===== src/rtl/wo_reg_programmer.sv =====
// wo_reg_programmer
//   Initiator-side sequencer for a write-once lock register. On a start
//   pulse it checks the target's lock bit, issues a single write strobe,
//   lets the target settle, then reads back and verifies. A mismatch on a
//   target that is still unlocked triggers a bounded number of re-writes.
//
// Ports
//   Clk        in   1      clock, rising edge
//   ip_resetn  in   1      asynchronous active-low reset
//   start      in   1      request pulse, sampled only in IDLE
//   cfg_data   in   WIDTH  value to program (bit 0 ignored)
//   lock       in   1      1 = set the lock bit with this write
//   reg_rdata  in   WIDTH  target register readback (bit 0 = lock/status)
//   reg_write  out  1      registered write strobe to the target
//   reg_wdata  out  WIDTH  registered write data {cfg[WIDTH-1:1], lock}
//   busy       out  1      high whenever the sequencer is not IDLE
//   done       out  1      one-cycle completion pulse
//   err_code   out  2      00 ok, 01 already locked, 10 verify fail
//   locked     out  1      reg_rdata[0] as seen at the last check/verify
//   dbg_state  out  3      current FSM state, for observation only
//
// Handshake: start is a level sampled once per cycle while IDLE; done is a
// single-cycle pulse and err_code/locked are valid from done until the
// next accepted start.
module wo_reg_programmer #(
    parameter int WIDTH         = 16,
    parameter int MAX_RETRY     = 2,
    parameter int SETTLE_CYCLES = 2
) (
    input  logic             Clk,
    input  logic             ip_resetn,
    input  logic             start,
    input  logic [WIDTH-1:0] cfg_data,
    input  logic             lock,
    input  logic [WIDTH-1:0] reg_rdata,
    output logic             reg_write,
    output logic [WIDTH-1:0] reg_wdata,
    output logic             busy,
    output logic             done,
    output logic [1:0]       err_code,
    output logic             locked,
    output logic [2:0]       dbg_state
);

    localparam int CW = (SETTLE_CYCLES > 1) ? $clog2(SETTLE_CYCLES) : 1;
    localparam logic [CW-1:0] SETTLE_LOAD = CW'(SETTLE_CYCLES - 1);
    localparam logic [2:0]    RETRY_MAX   = 3'(MAX_RETRY);

    // REJECT pads the already-locked path so its done lands two edges
    // after start, keeping PRECHECK a single-cycle decision.
    typedef enum logic [2:0] {
        IDLE     = 3'd0,
        PRECHECK = 3'd1,
        WRITE    = 3'd2,
        SETTLE   = 3'd3,
        VERIFY   = 3'd4,
        REJECT   = 3'd5,
        DONE     = 3'd6
    } state_t;

    state_t           state_q, state_d;
    logic [WIDTH-1:1] cfg_q, cfg_d;
    logic             lock_q, lock_d;
    logic [CW-1:0]    settle_q, settle_d;
    logic [2:0]       retry_q, retry_d;
    logic             wr_q, wr_d;
    logic [WIDTH-1:0] wdata_q, wdata_d;
    logic [1:0]       err_q, err_d;
    logic             locked_q, locked_d;
    logic [WIDTH-1:0] exp_val;

    // cfg_data[0] is replaced by the lock request and never used.
    logic unused_cfg_bit0;
    assign unused_cfg_bit0 = cfg_data[0];

    assign exp_val = {cfg_q, lock_q};

    always_ff @(posedge Clk or negedge ip_resetn) begin
        if (!ip_resetn) begin
            state_q  <= IDLE;
            cfg_q    <= '0;
            lock_q   <= 1'b0;
            settle_q <= '0;
            retry_q  <= '0;
            wr_q     <= 1'b0;
            wdata_q  <= '0;
            err_q    <= 2'b00;
            locked_q <= 1'b0;
        end else begin
            state_q  <= state_d;
            cfg_q    <= cfg_d;
            lock_q   <= lock_d;
            settle_q <= settle_d;
            retry_q  <= retry_d;
            wr_q     <= wr_d;
            wdata_q  <= wdata_d;
            err_q    <= err_d;
            locked_q <= locked_d;
        end
    end

    always_comb begin
        state_d  = state_q;
        cfg_d    = cfg_q;
        lock_d   = lock_q;
        settle_d = settle_q;
        retry_d  = retry_q;
        wr_d     = 1'b0;
        wdata_d  = wdata_q;
        err_d    = err_q;
        locked_d = locked_q;
        case (state_q)
            IDLE: begin
                if (start) begin
                    cfg_d   = cfg_data[WIDTH-1:1];
                    lock_d  = lock;
                    err_d   = 2'b00;
                    state_d = PRECHECK;
                end
            end
            PRECHECK: begin
                locked_d = reg_rdata[0];
                if (reg_rdata[0]) begin
                    err_d   = 2'b01;
                    state_d = REJECT;
                end else begin
                    // Strobe is registered: raise it on entry to WRITE.
                    wr_d    = 1'b1;
                    wdata_d = exp_val;
                    state_d = WRITE;
                end
            end
            WRITE: begin
                settle_d = SETTLE_LOAD;
                state_d  = SETTLE;
            end
            SETTLE: begin
                if (settle_q == '0) begin
                    state_d = VERIFY;
                end else begin
                    settle_d = settle_q - CW'(1);
                end
            end
            VERIFY: begin
                locked_d = reg_rdata[0];
                if (reg_rdata == exp_val) begin
                    err_d   = 2'b00;
                    state_d = DONE;
                end else if (!reg_rdata[0] && (retry_q < RETRY_MAX)) begin
                    retry_d = retry_q + 3'd1;
                    wr_d    = 1'b1;
                    wdata_d = exp_val;
                    state_d = WRITE;
                end else begin
                    err_d   = 2'b10;
                    state_d = DONE;
                end
            end
            REJECT: begin
                state_d = DONE;
            end
            DONE: begin
                retry_d = '0;
                state_d = IDLE;
            end
            default: begin
                state_d = IDLE;
            end
        endcase
    end

    assign reg_write = wr_q;
    assign reg_wdata = wdata_q;
    assign busy      = (state_q != IDLE);
    assign done      = (state_q == DONE);
    assign err_code  = err_q;
    assign locked    = locked_q;
    assign dbg_state = state_q;

endmodule


===== config.mk =====
export PLATFORM = sky130hd
export DESIGN_NAME = wo_reg_programmer
export DESIGN_NICKNAME = d
export VERILOG_FILES = /design/src/rtl/wo_reg_programmer.sv
export SDC_FILE = /design/constraint.sdc
export NUM_CORES = 1
export LEC_CHECK = 0
export ABC_AREA = 0
export CORE_ASPECT_RATIO = 1.5
export CORE_MARGIN = 2
export CORE_UTILIZATION = 50
export DETAILED_ROUTE_END_ITERATION = 8
export PLACE_DENSITY_LB_ADDON = 0.25
export SKIP_CTS_REPAIR_TIMING = 1
export SLEW_MARGIN = 20
export SYNTH_ARGS = -nofsm -noshare
export SYNTH_HDL_FRONTEND = slang
export SYNTH_SLANG_ARGS = --single-unit

===== constraint.sdc =====
create_clock -name Clk -period 5.1 [get_ports Clk]
set_input_delay 1.02 -clock Clk [delete_from_list [all_inputs] [get_ports Clk]]
set_output_delay 1.02 -clock Clk [all_outputs]
set_load 0.03 [all_outputs]

### After elaboration in Yosys (flattened, before gate mapping)

Cells that the tools add are included.

* bits in read-only memories: 0
* bits in latches: 0
* memories kept: 0
* output and inout bits: 25
* logic and storage cells: 64
* input bits: 36
* register bits: 43
* memory bits (writable): 0

* equality and inequality tests: 14
* magnitude comparators: 1
* mux-type cells: 24
* div/mod/pow operators: 0
* multipliers: 0
* reduce and logical (&&, ||, !) cells: 14
* shifts and indexed selects: 0
* $add $sub $neg: 2
* bitwise operators: 0

Operator list (number)
* 16-bit 2-to-1 mux: 3
* 16-bit one-hot mux with 2 select lines: 1
* 3-bit 2-to-1 mux: 7
* 3-bit one-hot mux with 6 select lines: 1
* 16-bit equality test: 1
* 2-bit != test (second input constant): 6
* 3-bit equality test (second input constant): 3
* 2-bit 2-to-1 mux: 4
* 4-bit AND reduction: 2
* 3-bit by 2-bit equality test with 1-bit output (second input constant): 2
* 2-bit one-hot mux with 3 select lines: 1
* 3-bit one-hot mux with 2 select lines: 1
* 2-bit nonzero test: 3
* 3-bit nonzero test: 2
* 1-bit 2-to-1 mux: 4
* 1-bit one-hot mux with 2 select lines: 2
* 2-bit AND reduction: 2
* 3-bit by 1-bit adder with 3-bit output (second input constant): 1
* 3-bit by 1-bit equality test with 1-bit output (second input constant): 1
* 3-bit zero test: 1
* 3-bit by 2-bit less-than comparator with 1-bit output (second input constant): 1
* 3-bit != test (second input constant): 1
* 3-bit AND reduction: 1
* 2-bit OR reduction: 1
* other kinds (3): 3

### Logic depth before layout (Yosys ltp)

Gate-level depths: netlist (run 1).

* depth after elaboration: 5
* mapped depth: 6
* depth with buffers taken out: 5

### Least setup slack after synthesis (run 1)

No wires, ideal clock.

* path type: input to register
* start: input reg_rdata[8]
* end: register wdata_q[10] (netlist: reg_wdata[10])
* library setup time: 125 ps
* arrival time: 2408 ps
* cell stages on the path: 6
* path buffers: 1
* required time: 4975 ps
* path slack: 2567 ps
* cell sequence: xor2_1 nor4_2 nand4_2 a21oi_4 buf_12 mux2_4

* longest elaborated chain between the ends: 3

Ends and longest elaborated chain
* start: declaration: RTL line 35 `input logic [WIDTH-1:0] reg_rdata,`
* 16-bit equality test: RTL line 146 `if (reg_rdata == exp_val) begin`
* 2-bit != test (no line)
* 4-bit AND reduction (no line)
* end signal: assignment: RTL line 96 `wdata_q <= wdata_d;`
* end: declaration: RTL line 67 `logic [WIDTH-1:0] wdata_q, wdata_d;`

Every way passes these cells.
A chain may end at the register's enable or synchronous reset.

### Worst setup path after layout (run 1)

* start: input reg_rdata[0]
* end: register wdata_q[3] (netlist: reg_wdata[3])

* longest elaborated chain between the ends: 4
* elaborated cells on any way between the ends: 7
* classes of those cells: eq/ne: 4; reduce/logical: 3

Ends and longest elaborated chain
* parallel branches: the longest is 3 deep, another holds 16-bit equality test
* 4-bit AND reduction (no line) (*)

Every way passes the cells marked *.

==> results of run 1 <==
## cells in the mapped netlist, types with 4 or more instances
master | count | area share (%)
mux2_4 | 9 | 6.6
nand2_1 | 7 | 1.3
dfrtp_1 | 43 | 52
a21oi_1 | 6 | 1.5
xor2_1 | 16 | 6.8
inv_1 | 4 | 0.73
nand2b_1 | 6 | 1.8
nor2_1 | 6 | 1.1
o21ai_0 | 5 | 1.2
mux2_2 | 23 | 13
## logic make-up after synthesis
group                      Yosys count  synth area share [%]
muxes                               32                  19.2
AOI/OAI and AO/OA                   19                  6.27
DFF                                 43                  52.4
buffers and inverters                9                  2.50
and+or+nand+nor                     37                  12.2
adders and majority gates            1                 0.609
xor gates and xnor gates            16                  6.82
## where the power goes
part | internal (mW) | switching (mW) | leakage (nW)
Clock | 0.0962 | 0.112 | 0.0422
Sequential | 0.514 | 0.154 | 0.516
Combinational | 0.460 | 0.445 | 0.645
Total | 1.07 | 0.712 | 1.20
## path summary, 6_finish.rpt
path                            slack [ps]             to  cells past startpoint          from
worst max-delay path                  1930   reg_wdata[3]                      6  reg_rdata[0]
worst min-delay path                   510   reg_wdata[5]                      1  reg_wdata[5]
worst max register to register        2760   reg_wdata[3]                      5      cfg_q[8]
worst min register to register         510   reg_wdata[5]                      1  reg_wdata[5]
max in group asynchronous             4040         lock_q                      2     ip_resetn
min in group asynchronous              600  reg_wdata[13]                      1     ip_resetn
## per-stage QoR
| step | hold slack [ps] | setup slack (ps) | utilization [%] | instance area, um2 |
|---|---|---|---|---|
| after CTS | 510 | 1900 | 69.2 | 2740 |
| after global routing | 523 | 1750 | 69.8 | 2760 |
| after detailed placement | 492 | 1580 | 67.2 | 2660 |
| final | 511 | 1930 | 69.8 | 2760 |
| after floorplan | 441 | 2570 | - | 2050 |
| after global placement | 456 | 1630 | 67.2 | 2660 |
## state kept, by name (all words and copies together) (netlist names)
register   cells
reg_wdata     16
cfg_q         15
dbg_state      3
retry_q        3
err_code       2
lock_q         1
locked         1
reg_write      1
settle_q       1
## cell type report
cell class	instances	area, um2
Fill cell	315	1200
Sequential cell	43	1080
Multi-Input combinational cell	105	927
Timing Repair Buffer	60	606
Clock buffer	7	76.3
Tap cell	45	56.3
Inverter	4	15.0
Clock inverter	1	5.00
## layer usage
layer / global-route usage [%] / up-vias
li1: - / 668
met1: 21.3 / 701
met2: 36.4 / 41
met3: 4.36 / 6
met4: 7.14 / 0
met5: 0 / -
==> results.yml, run 1 <==
synthesis:
  synth_nets: 194
  synth-edff-count: 0
  ys_types: 34
  ys_seq_area_share_pct: 52.4
  syn_area_per_cell_um2: 13.1
  ys_ff_latch: 43
  syn-cell-area_um2: 2050
  synthFlopType: "dfrtp_1"
  synthCells: 157
  async_flop_share_pct: 100
  ys_warn_count: 0
floorplan:
  rows: 28
  fp.dieArea_um2: 4650
  core-area_um2: 3960
  start_util_pct: 51.9
  num_io_pins: 61
  die_h_um: 82.5
  die_w_um: 56.3
setup_path:
  worst_ep_required_time_ps: 5280
  critPathBufInv: 1
  cp_cell_sequence: "clkdlybuf4s50_1 > xor2_1 > nor4_2 > nand4_2 > a21oi_4 > mux2_2"
  arrival_ps: 3350
  critPathLaunchType: "input port"
  cp_slowest_cell: "a21oi_4"
  critPathMaxStageDelay_ps: 620
  worst-path-max-fanout: 16
  worst-setup-path-type: "input port to flip-flop"
  cp-end-kind: "flip-flop"
  crit_family: "compound AO/OA/AOI/OAI gates"
timing:
  tns_ps: 0
  period_share_pct: 62.2
  worstMarginPinSlew_ps: 896
  finalSetupViolations: 0
  hold_violations: 0
  drv_slew: 0
  period_minus_slack_ps: 3170
  rsz0062_at_grt: "no"
  fin_worst_skew_ps: 2.27
  relSlewSlack_pct: 40.2
  clock.fmax_mhz: 315
grt:
  grt_pass1_wl_um: 6720
  grt_pass1_vias: 1394
  grt_usage_pct: 19.3
  grt_max_degree: 44
  overflow: 0
  antenna_found_initial: 0
clock_tree:
  cts_buffers: 5
  clk_latency_ps: 290
  clock-root-buffer: "clkbuf_8"
  path_clk_slew_ps: 80
  cts_num_sinks: 43
  htreeDepth: 2
  cts_tree: "yes"
  clk_path_buf_depth: 2
power_and_ir_drop:
  peakVddDrop_mv: 0.389
  power_density_nw_per_um2: 645
  power_mw: 1.78
  p_leak_nw: 1.20
hold_path:
  hp-class: "flip-flop to flip-flop"
final_layout:
  layout_commonest_cell: "clkdlybuf4s50_1"
  final_cell_mix: "clkdlybuf4s50_1, dfrtp_1, mux2_2"
  final_nets: 256
  n_antenna_cell: 0
  drive_gt1_share_pct: 23.6
  syn_to_final_growth_pct: 34.4
  layoutNonFillerInstCount: 265
route:
  drc_errors: 0
  drt-total-wl_um: 4280
  drt_pass1_iterations: 4
  wl_met2_um: 2430
  wl_met1_um: 1610
  routedWlPerCell_um: 16.1
  wl_met3_um: 177
  viasPerCell: 5.34
  via_count: 1416
  postRouteAntennaNets: 0
  drtIter0Drc: 77
  top_layer: "met4"
placed_design:
  gp_congestion: 0.790
  io_buffers: 59
  place_hpwl_um: 3190
  dp_cells: 256
outcome:
  status: "finished, final reports clean"
job:
  maxCapViolations: 0
Note: power is estimated with default switching activity, not from simulation.
==> run 2: changes to the inputs <==
--- a/config.mk
+++ b/config.mk
@@ -8,7 +8,7 @@
 export ABC_AREA = 0
 export CORE_ASPECT_RATIO = 1.5
 export CORE_MARGIN = 2
-export CORE_UTILIZATION = 50
+export CORE_UTILIZATION = 42
 export DETAILED_ROUTE_END_ITERATION = 8
 export PLACE_DENSITY_LB_ADDON = 0.25
 export SKIP_CTS_REPAIR_TIMING = 1
==> constraint.sdc (replaced) <==
create_clock -name Clk -period 2.7 [get_ports Clk]
set_input_delay 0.54 -clock Clk [delete_from_list [all_inputs] [get_ports Clk]]
set_output_delay 0.54 -clock Clk [all_outputs]
set_load 0.03 [all_outputs]
==> run 2 against run 1 <==
- cell area increased by 2.4%
- sequential share of layout area decreased by 0.93 points
- non-clock buffer count increased by 5
- hold slack got worse by 130 ps
- clock power increased by 92%
- first-iteration DRC count decreased by 32%
- routed wire length decreased by 4.9%
- worst setup slack got worse by 1700 ps
- largest power group unchanged
==> results.yml, run 2 (synthesized netlist as in run 1, its figures left out) <==
route:
  drc_errors: 0
  routedWlPerCell_um: 14.0
  drt-total-wl_um: 4070
  postRouteAntennaNets: 0
  drtIter0Drc: 52
  viasPerCell: 4.91
  drt_pass1_iterations: 4
  via_count: 1429
setup_path:
  worst-setup-path-type: "flip-flop to output pin"
  worst-path-max-fanout: 14
  reg2regPathDepth: 6
  cp-end-kind: "output pin"
  worst_ep_required_time_ps: 2160
  critPathLaunchType: "flip-flop"
  arrival_ps: 1950
grt:
  grt_pass1_wl_um: 6860
  overflow: 0
  grt_max_degree: 44
  antenna_found_initial: 0
  grt_pass1_vias: 1473
  grt_usage_pct: 17.2
clock_tree:
  htreeDepth: 2
  cts_buffers: 5
  clk_latency_ps: 300
  cts_num_sinks: 43
  clk_path_buf_depth: 2
  cts_tree: "yes"
  path_clk_slew_ps: 80
  clock-root-buffer: "clkbuf_8"
placed_design:
  place_hpwl_um: 2990
  gp_congestion: 0.776
  dp_slack_ps: 43.6
  io_buffers: 59
  dp_cells: 283
timing:
  period_minus_slack_ps: 2490
  period_share_pct: 92.1
  tns_ps: 0
  finalSetupViolations: 0
  fin_worst_skew_ps: 7.88
  drv_slew: 0
  clock.fmax_mhz: 402
  setup_slack_ps: 212
  rsz0062_at_grt: "no"
  relSlewSlack_pct: 37.2
  hold_violations: 0
  worstMarginPinSlew_ps: 942
final_layout:
  layout_commonest_cell: "clkdlybuf4s50_1"
  layoutNonFillerInstCount: 291
  largest_reg_flops: 16
  syn_to_final_growth_pct: 37.7
  drive_gt1_share_pct: 25.8
  final_nets: 261
  final_cell_mix: "clkdlybuf4s50_1, dfrtp_1, mux2_2"
  n_antenna_cell: 0
floorplan:
  num_io_pins: 61
  die_h_um: 89.7
  start_util_pct: 43.1
  fp.dieArea_um2: 5480
  die_w_um: 61.1
  core-area_um2: 4770
  rows: 31
power_and_ir_drop:
  p_leak_nw: 1.23
  peakVddDrop_mv: 0.661
  power_mw: 3.40
  power_density_nw_per_um2: 1200
job:
  maxCapViolations: 0
hold_path:
  hp-class: "input port to asynchronous set/reset pin"
outcome:
  status: "finished, final reports clean"
==> run 2: cell count changes in the layout (fill, tap and decap cells not counted), sizes merged <==
cell | previous run | this run
buf | 2 | 7
clkbuf | 7 | 6
clkinvlp | 0 | 1
==> run 2: cell type report <==
cell class                 count  area, um2
clock inverter                 2       12.5
tap                           66       82.6
multi-input combinational    105        927
sequential                    43       1080
fill                         441       1940
clock buffer                   6       72.6
inverter                       4       15.0
timing repair buffer          65        643
==> run 2: power breakdown <==
| group | total [mW] | switching [mW] | internal, mW |
|---|---|---|---|
| Sequential | 1.22 | 0.250 | 0.972 |
| Clock | 0.399 | 0.219 | 0.181 |
| Combinational | 1.78 | 0.872 | 0.909 |
==> run 2: worst paths after layout <==
check,from,end,slack (ps)
min in group Clk,settle_q,settle_q,490
worst min-delay path,ip_resetn,reg_write,380
worst min register to register,settle_q,settle_q,490
worst max register to register,cfg_q[8],reg_wdata[2],690
worst max-delay path,dbg_state[2],done,210
max in group asynchronous,ip_resetn,retry_q[1],1730
==> run 2: worst max-delay path: stages, from the launching register on <==
cell and delay [ps]:
dfrtp_1 560, nor2b_1 240, nand2_1 130, inv_1 70, clkdlybuf4s50_1 660
==> run 2: metal layers <==
metal,vias up,share of wire [%],GRT usage (%)
li1,684,-,-
met1,700,41,20.9
met2,40,53,29.2
met3,5,4.2,3.87
met4,0,1.8,6.52
met5,-,0,0
==> run 2: through the flow <==
stage	hold WS [ps]	instance area (um2)	utilization [%]
after floorplan	244	2050	-
after global placement	458	2740	57.5
after detailed placement	476	2740	57.5
after CTS	420	2830	59.3
after global routing	466	2830	59.3
final	376	2830	59.3
